$ cat src/rtl/serial_adder_ctrl.sv
// rtl/serial_adder_ctrl.sv - WIDTH-bit adder built on one shared external 1-bit full adder, LSB first
module serial_adder_ctrl #(
    parameter int WIDTH = 8
) (
    input  logic             clk,
    input  logic             rst,
    input  logic             start,
    input  logic [WIDTH-1:0] a,
    input  logic [WIDTH-1:0] b,
    input  logic             c_in,
    output logic             busy,
    output logic             done,
    output logic [WIDTH-1:0] sum,
    output logic             carry_out,
    output logic             fa_a,
    output logic             fa_b,
    output logic             fa_cin,
    input  logic             fa_sum,
    input  logic             fa_cout
);

    localparam int CW = $clog2(WIDTH) + 1;
    localparam logic [CW-1:0] LAST = CW'(WIDTH - 1);

    typedef enum logic [1:0] {IDLE, RUN, DONE} state_t;

    state_t           state;
    logic [WIDTH-1:0] a_sr;
    logic [WIDTH-1:0] b_sr;
    logic [WIDTH-1:0] res_sr;
    logic [WIDTH-1:0] res_next;
    logic             carry_r;
    logic [CW-1:0]    cnt;

    // busy is high exactly in RUN, so it gates the adder operands to 0 elsewhere
    assign fa_a     = busy & a_sr[0];
    assign fa_b     = busy & b_sr[0];
    assign fa_cin   = busy & carry_r;
    assign res_next = WIDTH'({fa_sum, res_sr} >> 1);

    always_ff @(posedge clk or posedge rst) begin
        if (rst) begin
            state     <= IDLE;
            a_sr      <= '0;
            b_sr      <= '0;
            res_sr    <= '0;
            carry_r   <= 1'b0;
            cnt       <= '0;
            sum       <= '0;
            carry_out <= 1'b0;
            busy      <= 1'b0;
            done      <= 1'b0;
        end else begin
            case (state)
                IDLE: begin
                    done <= 1'b0;
                    if (start) begin
                        a_sr    <= a;
                        b_sr    <= b;
                        carry_r <= c_in;
                        cnt     <= '0;
                        busy    <= 1'b1;
                        state   <= RUN;
                    end
                end
                RUN: begin
                    res_sr  <= res_next;
                    carry_r <= fa_cout;
                    a_sr    <= a_sr >> 1;
                    b_sr    <= b_sr >> 1;
                    cnt     <= cnt + CW'(1);
                    if (cnt == LAST) begin
                        sum       <= res_next;
                        carry_out <= fa_cout;
                        busy      <= 1'b0;
                        done      <= 1'b1;
                        state     <= DONE;
                    end
                end
                DONE: begin
                    done  <= 1'b0;
                    state <= IDLE;
                end
                default: begin
                    busy  <= 1'b0;
                    done  <= 1'b0;
                    state <= IDLE;
                end
            endcase
        end
    end

endmodule

$ cat config.mk
export PLATFORM = sky130hd
export DESIGN_NAME = serial_adder_ctrl
export DESIGN_NICKNAME = d
export VERILOG_FILES = /design/src/rtl/serial_adder_ctrl.sv
export SDC_FILE = /design/constraint.sdc
export NUM_CORES = 1
export LEC_CHECK = 0
export BUFFER_PORTS_ARGS = -buffer_cell sky130_fd_sc_hd__buf_2
export CAP_MARGIN = 20
export CORE_UTILIZATION = 54
export CTS_CLUSTER_DIAMETER = 200
export DETAILED_ROUTE_END_ITERATION = 8
export PLACE_DENSITY = 0.78
export SKIP_CTS_REPAIR_TIMING = 1
export SKIP_LAST_GASP = 1
export SYNTH_ARGS = -nofsm -noshare
export SYNTH_HDL_FRONTEND = slang
export SYNTH_SLANG_ARGS = --single-unit
$ cat constraint.sdc
create_clock -name clk -period 1.8 [get_ports clk]
set_input_delay 0.18 -clock clk [delete_from_list [all_inputs] [get_ports clk]]
set_output_delay 0.18 -clock clk [all_outputs]
set_load 0.1 [all_outputs]
== After elaboration in Yosys (flattened, before gate mapping) ==
Index checks and enable logic that the tools add are counted.

* Reduce and logical (&&, ||, !) cells: 6
* Bitwise operators: 4
* Add/sub/neg operators: 1
* Muxes and demuxes: 16
* Equal/unequal tests: 5

{| class="wikitable"
|+ Operator list
! operator !! number
|-
| 8-bit one-hot mux with 2 select lines || 2
|-
| 8-bit two-way mux || 2
|-
| 4-bit one-hot mux with 2 select lines || 1
|-
| 2-bit AND reduction || 3
|-
| 1-bit two-way mux || 5
|-
| 4-bit by 1-bit adder with 4-bit output (second input constant) || 1
|-
| 4-bit by 3-bit == test with 1-bit output (second input constant) || 1
|-
| 2-bit two-way mux || 2
|-
| 4-bit two-way mux || 1
|-
| 2-bit inequality test (second input constant) || 2
|-
| 2-bit one-hot mux with 2 select lines || 1
|-
| 1-bit bitwise AND || 3
|-
| 1-bit one-hot mux with 3 select lines || 1
|-
| 3-bit AND reduction || 1
|-
| 2-bit by 1-bit == test with 1-bit output (second input constant) || 1
|-
| 2-bit == test (second input constant) || 1
|-
| 2-bit logical NOT || 1
|-
| 1-bit one-hot mux with 2 select lines || 1
|-
| 2-bit nonzero test || 1
|-
| 1-bit inverter || 1
|}

* Input bits: 22
* Register bits: 42
* Output and inout port bits: 14

== Longest topological paths before layout ==
* Depth after elaboration: 3
* Mapped depth: 5
* Gate-level depth less buffers: 4

== Worst setup path after synthesis ==
Ideal clock, no wire load.

* Kind: reg-to-output
* Start point: register busy
* End point: output port fa_b
* Required time: 1.620 ns
* Stages on the path, launching flop included: 2
* Arrival time: 1.813 ns
* Buffers on the path: 0
* Path slack: -0.193 ns
* Cell sequence: dfrtp_1 > and2_1

* Word-level cells in the longest chain between the ends: 1

{| class="wikitable"
|+ Ends and longest elaborated chain
! what !! line !! source
|-
| start, declared || 11 || <nowiki>output logic busy,</nowiki>
|-
| start signal, assigned || 51 || <nowiki>busy <= 1'b0;</nowiki>
|-
| start signal, assigned || 62 || <nowiki>busy <= 1'b1;</nowiki>
|-
| start signal, assigned || 75 || <nowiki>busy <= 1'b0;</nowiki>
|-
| 1-bit bitwise AND || 37 || <nowiki>assign fa_b = busy & b_sr[0];</nowiki>
|-
| end, declared || 16 || <nowiki>output logic fa_b,</nowiki>
|}

No other way between the ends.

== Worst setup path after layout ==
* Start point: register busy
* End point: output port fa_cin

* Word-level cells in the longest chain between the ends: 1

{| class="wikitable"
|+ Ends and longest elaborated chain
! what !! line !! source
|-
| 1-bit bitwise AND || 38 || <nowiki>assign fa_cin = busy & carry_r;</nowiki>
|-
| end, declared || 17 || <nowiki>output logic fa_cin,</nowiki>
|}

No other way between the ends.

==> impl_metrics.env <==
export IMPL_stdcell_count=260
export IMPL_crit_slowest_cell="sky130_fd_sc_hd__dfrtp_1"
export IMPL_timing_critical_path_required_ps=1620
export IMPL_synthesis_area_sq_um=1850
export IMPL_worst_slew_slack_as_a_fraction_of_its_limit_pct=65.8
export IMPL_synth_fp_nets=198
export IMPL_detail_route_drc_violations=0
export IMPL_timing_final_max_slew_violations=0
export IMPL_htreeDepth=2
export IMPL_master_cell_of_the_clock_root_buffer="sky130_fd_sc_hd__clkbuf_4"
export IMPL_number_of_antenna_violations_at_the_first_check_in_global_routing=0
export IMPL_die_height_microns=60.5
export IMPL_place_detailed_instances=251
export IMPL_m1WireLength_microns=1610
export IMPL_yosysWarningCount=0
export IMPL_critical_path_cell_chain="and2_2, buf_2"
export IMPL_post_route_util_pct=68.7
export IMPL_starting_density_pct=58.5
export IMPL_crit_path_end_kind="output port"
export IMPL_startpoint="busy"
export IMPL_hpwlAfterDp_microns=2640
export IMPL_rsz0062_at_grt="no"
export IMPL_tritoncts="built"
export IMPL_clkTransAtPathRegs_ps=130
export IMPL_syn_mean_instance_area_sq_um=10.5
export IMPL_floorplan_core_area_sq_um=3150
export IMPL_timing_critical_path_from_type="flop"
export IMPL_critical_path_arrival_ps=1370
export IMPL_timing_critical_path_buf_inv=1
export IMPL_yosys_register_bits=41
export IMPL_path_depth=2
export IMPL_highest_signal_layer="met4"
export IMPL_drt_initial_drc_count=115
export IMPL_crit_family="flip-flops"
export IMPL_timing_clock_skew_ps=13.3
export IMPL_syn_instance_count=175
export IMPL_synth_seq_area_share_pct=55.6
export IMPL_drive_above_1_share_pct=29.6
export IMPL_num_antenna_cells=0
export IMPL_max_freq_ghz=0.644
export IMPL_cts_path_max_buffers=2
export IMPL_worst_pin_slew_ps=513
export IMPL_synth_edf_count=0
export IMPL_met2_length_microns=1920
export IMPL_synthDominantCellAreaShare_pct=55.6
export IMPL_async_flop_share_pct=100
export IMPL_post_synth_main_area_contributors="sky130_fd_sc_hd__dfrtp_1 56%, sky130_fd_sc_hd__mux2_4 7.3%, sky130_fd_sc_hd__nand2_1 6.9%"
export IMPL_numCtsBuffers=5
export IMPL_grtUsageTotal_pct=23.2
export IMPL_timing_critical_path_slowest_cell_delay_ps=440
export IMPL_drt_wl_total_microns=3690
export IMPL_outcome="finished clean"
export IMPL_areaGrowthSynthToFinish_pct=17.4
export IMPL_detail_route_vias_per_cell=5.34
export IMPL_final_net_count=238
export IMPL_total_vias_in_the_final_route=1388
export IMPL_routedWlPerCell_microns=14.2
export IMPL_postRouteAntennaNets=0
export IMPL_synth_cell_type_count=27
export IMPL_holdCritStartpoint="fa_sum"
export IMPL_dr_wl_met3_microns=141
export IMPL_global_route_total_overflow=0
export IMPL_critical_path_class="reg -> out"
export IMPL_synthDominantAreaCellType="sky130_fd_sc_hd__dfrtp_1"
export IMPL_fp_dieArea_sq_um=3660
export IMPL_final_setup_tns_ps=0
export IMPL_timing_final_crit_period_ps=1550
export IMPL_vias_in_the_first_global_route=1361
export IMPL_timing_hold_violations_final=0
export IMPL_cts_num_sinks=41
export IMPL_synth_flop_cell="sky130_fd_sc_hd__dfrtp_1"
export IMPL_worstReg2RegStart="cnt[0]"
export IMPL_setup_viol_count_final=0
export IMPL_maximum_number_of_pins_on_one_net_before_global_route_repair=42
export IMPL_timing_max_cap_violations=0
export IMPL_final_min_period_over_clock_period_pct=86.3
export IMPL_total_of_buffers_placed_on_input_and_output_ports=35
export IMPL_gpl_final_weighted_congestion=0.741
export IMPL_detailedRoute_firstPassIterationCount=4
export IMPL_critPathMaxFanout=6
export IMPL_io_pin_count=36
export IMPL_wire_length_of_the_first_global_routing_pass_microns=6100
export IMPL_die_w_microns=60.5
export IMPL_placement_rows=20
export IMPL_timing_reg2reg_worst_path_depth=4
export IMPL_worst_skew_pair_latency_ps=350
export IMPL_min_path_cells=3
export IMPL_hold_path_class="in -> reg"
[cells in the final DEF, fill, tap and decap left out, types with 2 or more instances in the layout]
master,count
sky130_fd_sc_hd__a22oi_1,8
sky130_fd_sc_hd__o21ai_0,20
sky130_fd_sc_hd__nand2b_1,2
sky130_fd_sc_hd__dfrtp_1,41
sky130_fd_sc_hd__a31oi_1,7
sky130_fd_sc_hd__nor2b_1,9
sky130_fd_sc_hd__inv_1,2
sky130_fd_sc_hd__nor2_1,2
sky130_fd_sc_hd__a21oi_1,9
sky130_fd_sc_hd__mux2_4,9
sky130_fd_sc_hd__nand3_1,2
sky130_fd_sc_hd__buf_4,7
sky130_fd_sc_hd__and2_1,7
sky130_fd_sc_hd__nand2_1,34
sky130_fd_sc_hd__buf_2,35
sky130_fd_sc_hd__and2_2,3
sky130_fd_sc_hd__clkbuf_4,5
[metrics by stage]
step | hold WS (ps) | setup WS [ps] | instance area [sq um]
2_1_floorplan | 285 | 48.5 | 1850
3_3_place_gp | 321 | 335 | 2070
3_5_place_dp | 331 | 272 | 2070
4_1_cts | -71.1 | 225 | 2160
5_1_grt | 47.1 | 165 | 2170
6_report | 52.4 | 246 | 2170
[area by class of cell]
type,count,area [sq um]
well taps,44,55.1
clock inverters,2,37.5
clock buffers,6,51.3
multi-input cells,121,747
flip-flops and latches,41,1030
inverters,3,11.3
fillers,265,987
repair buffers,43,238
[flip-flops by register name, indices dropped and copies added, names as in the netlist]
signal     flops
carry_out      1
carry_r        1
state          2
b_sr           8
sum            8
a_sr           8
res_sr         7
cnt            4
done           1
busy           1
[tightest hold or removal path, cell delays in order]
cell	delay [ps]
sky130_fd_sc_hd__buf_2	90
sky130_fd_sc_hd__nand2_1	40
sky130_fd_sc_hd__nand2_1	50
[cells by family (layout without fill, tap and decap cells)]
kind of cell             Yosys count  count (layout)  share of synthesized area (%)
AND/OR/NAND/NOR                   63              63                           16.9
multiplexers                       9               9                           7.32
AO/OA/AOI/OAI                     48              48                           15.4
buffers and inverters             13              54                           4.14
flip-flops                        41              41                           55.6
adder cells (fa/ha/maj)            1               1                          0.678
[synth_stat cells, drive strengths merged (2+ instances only)]
master  instances
a21oi           9
a22oi           8
a31oi           7
and2           11
buf             8
clkbuf          2
dfrtp          41
inv             2
mux2            9
nand2          34
nand2b          2
nand3           2
nor2            2
nor2b           9
o21ai          20
[metal layers]
| layer | track usage, % | vias to the layer above |
|---|---|---|
| li1 | - | 681 |
| met1 | 28.9 | 677 |
| met2 | 39.7 | 28 |
| met3 | 5.97 | 2 |
| met4 | 7.47 | 0 |
| met5 | 0 | - |
[path summary, 6_finish.rpt]
kind / slack [ps] / to
worst max-delay path: 250 / fa_cin
worst min-delay path: 50 / res_sr[7]
worst max register to register: 250 / sum[5]
worst min register to register: 490 / a_sr[5]
max in group asynchronous: 970 / res_sr[5]
min in group asynchronous: 470 / sum[6]
Power is not shown: default switching activity piles up to over one toggle a cycle in this logic, so the estimate is an artifact.
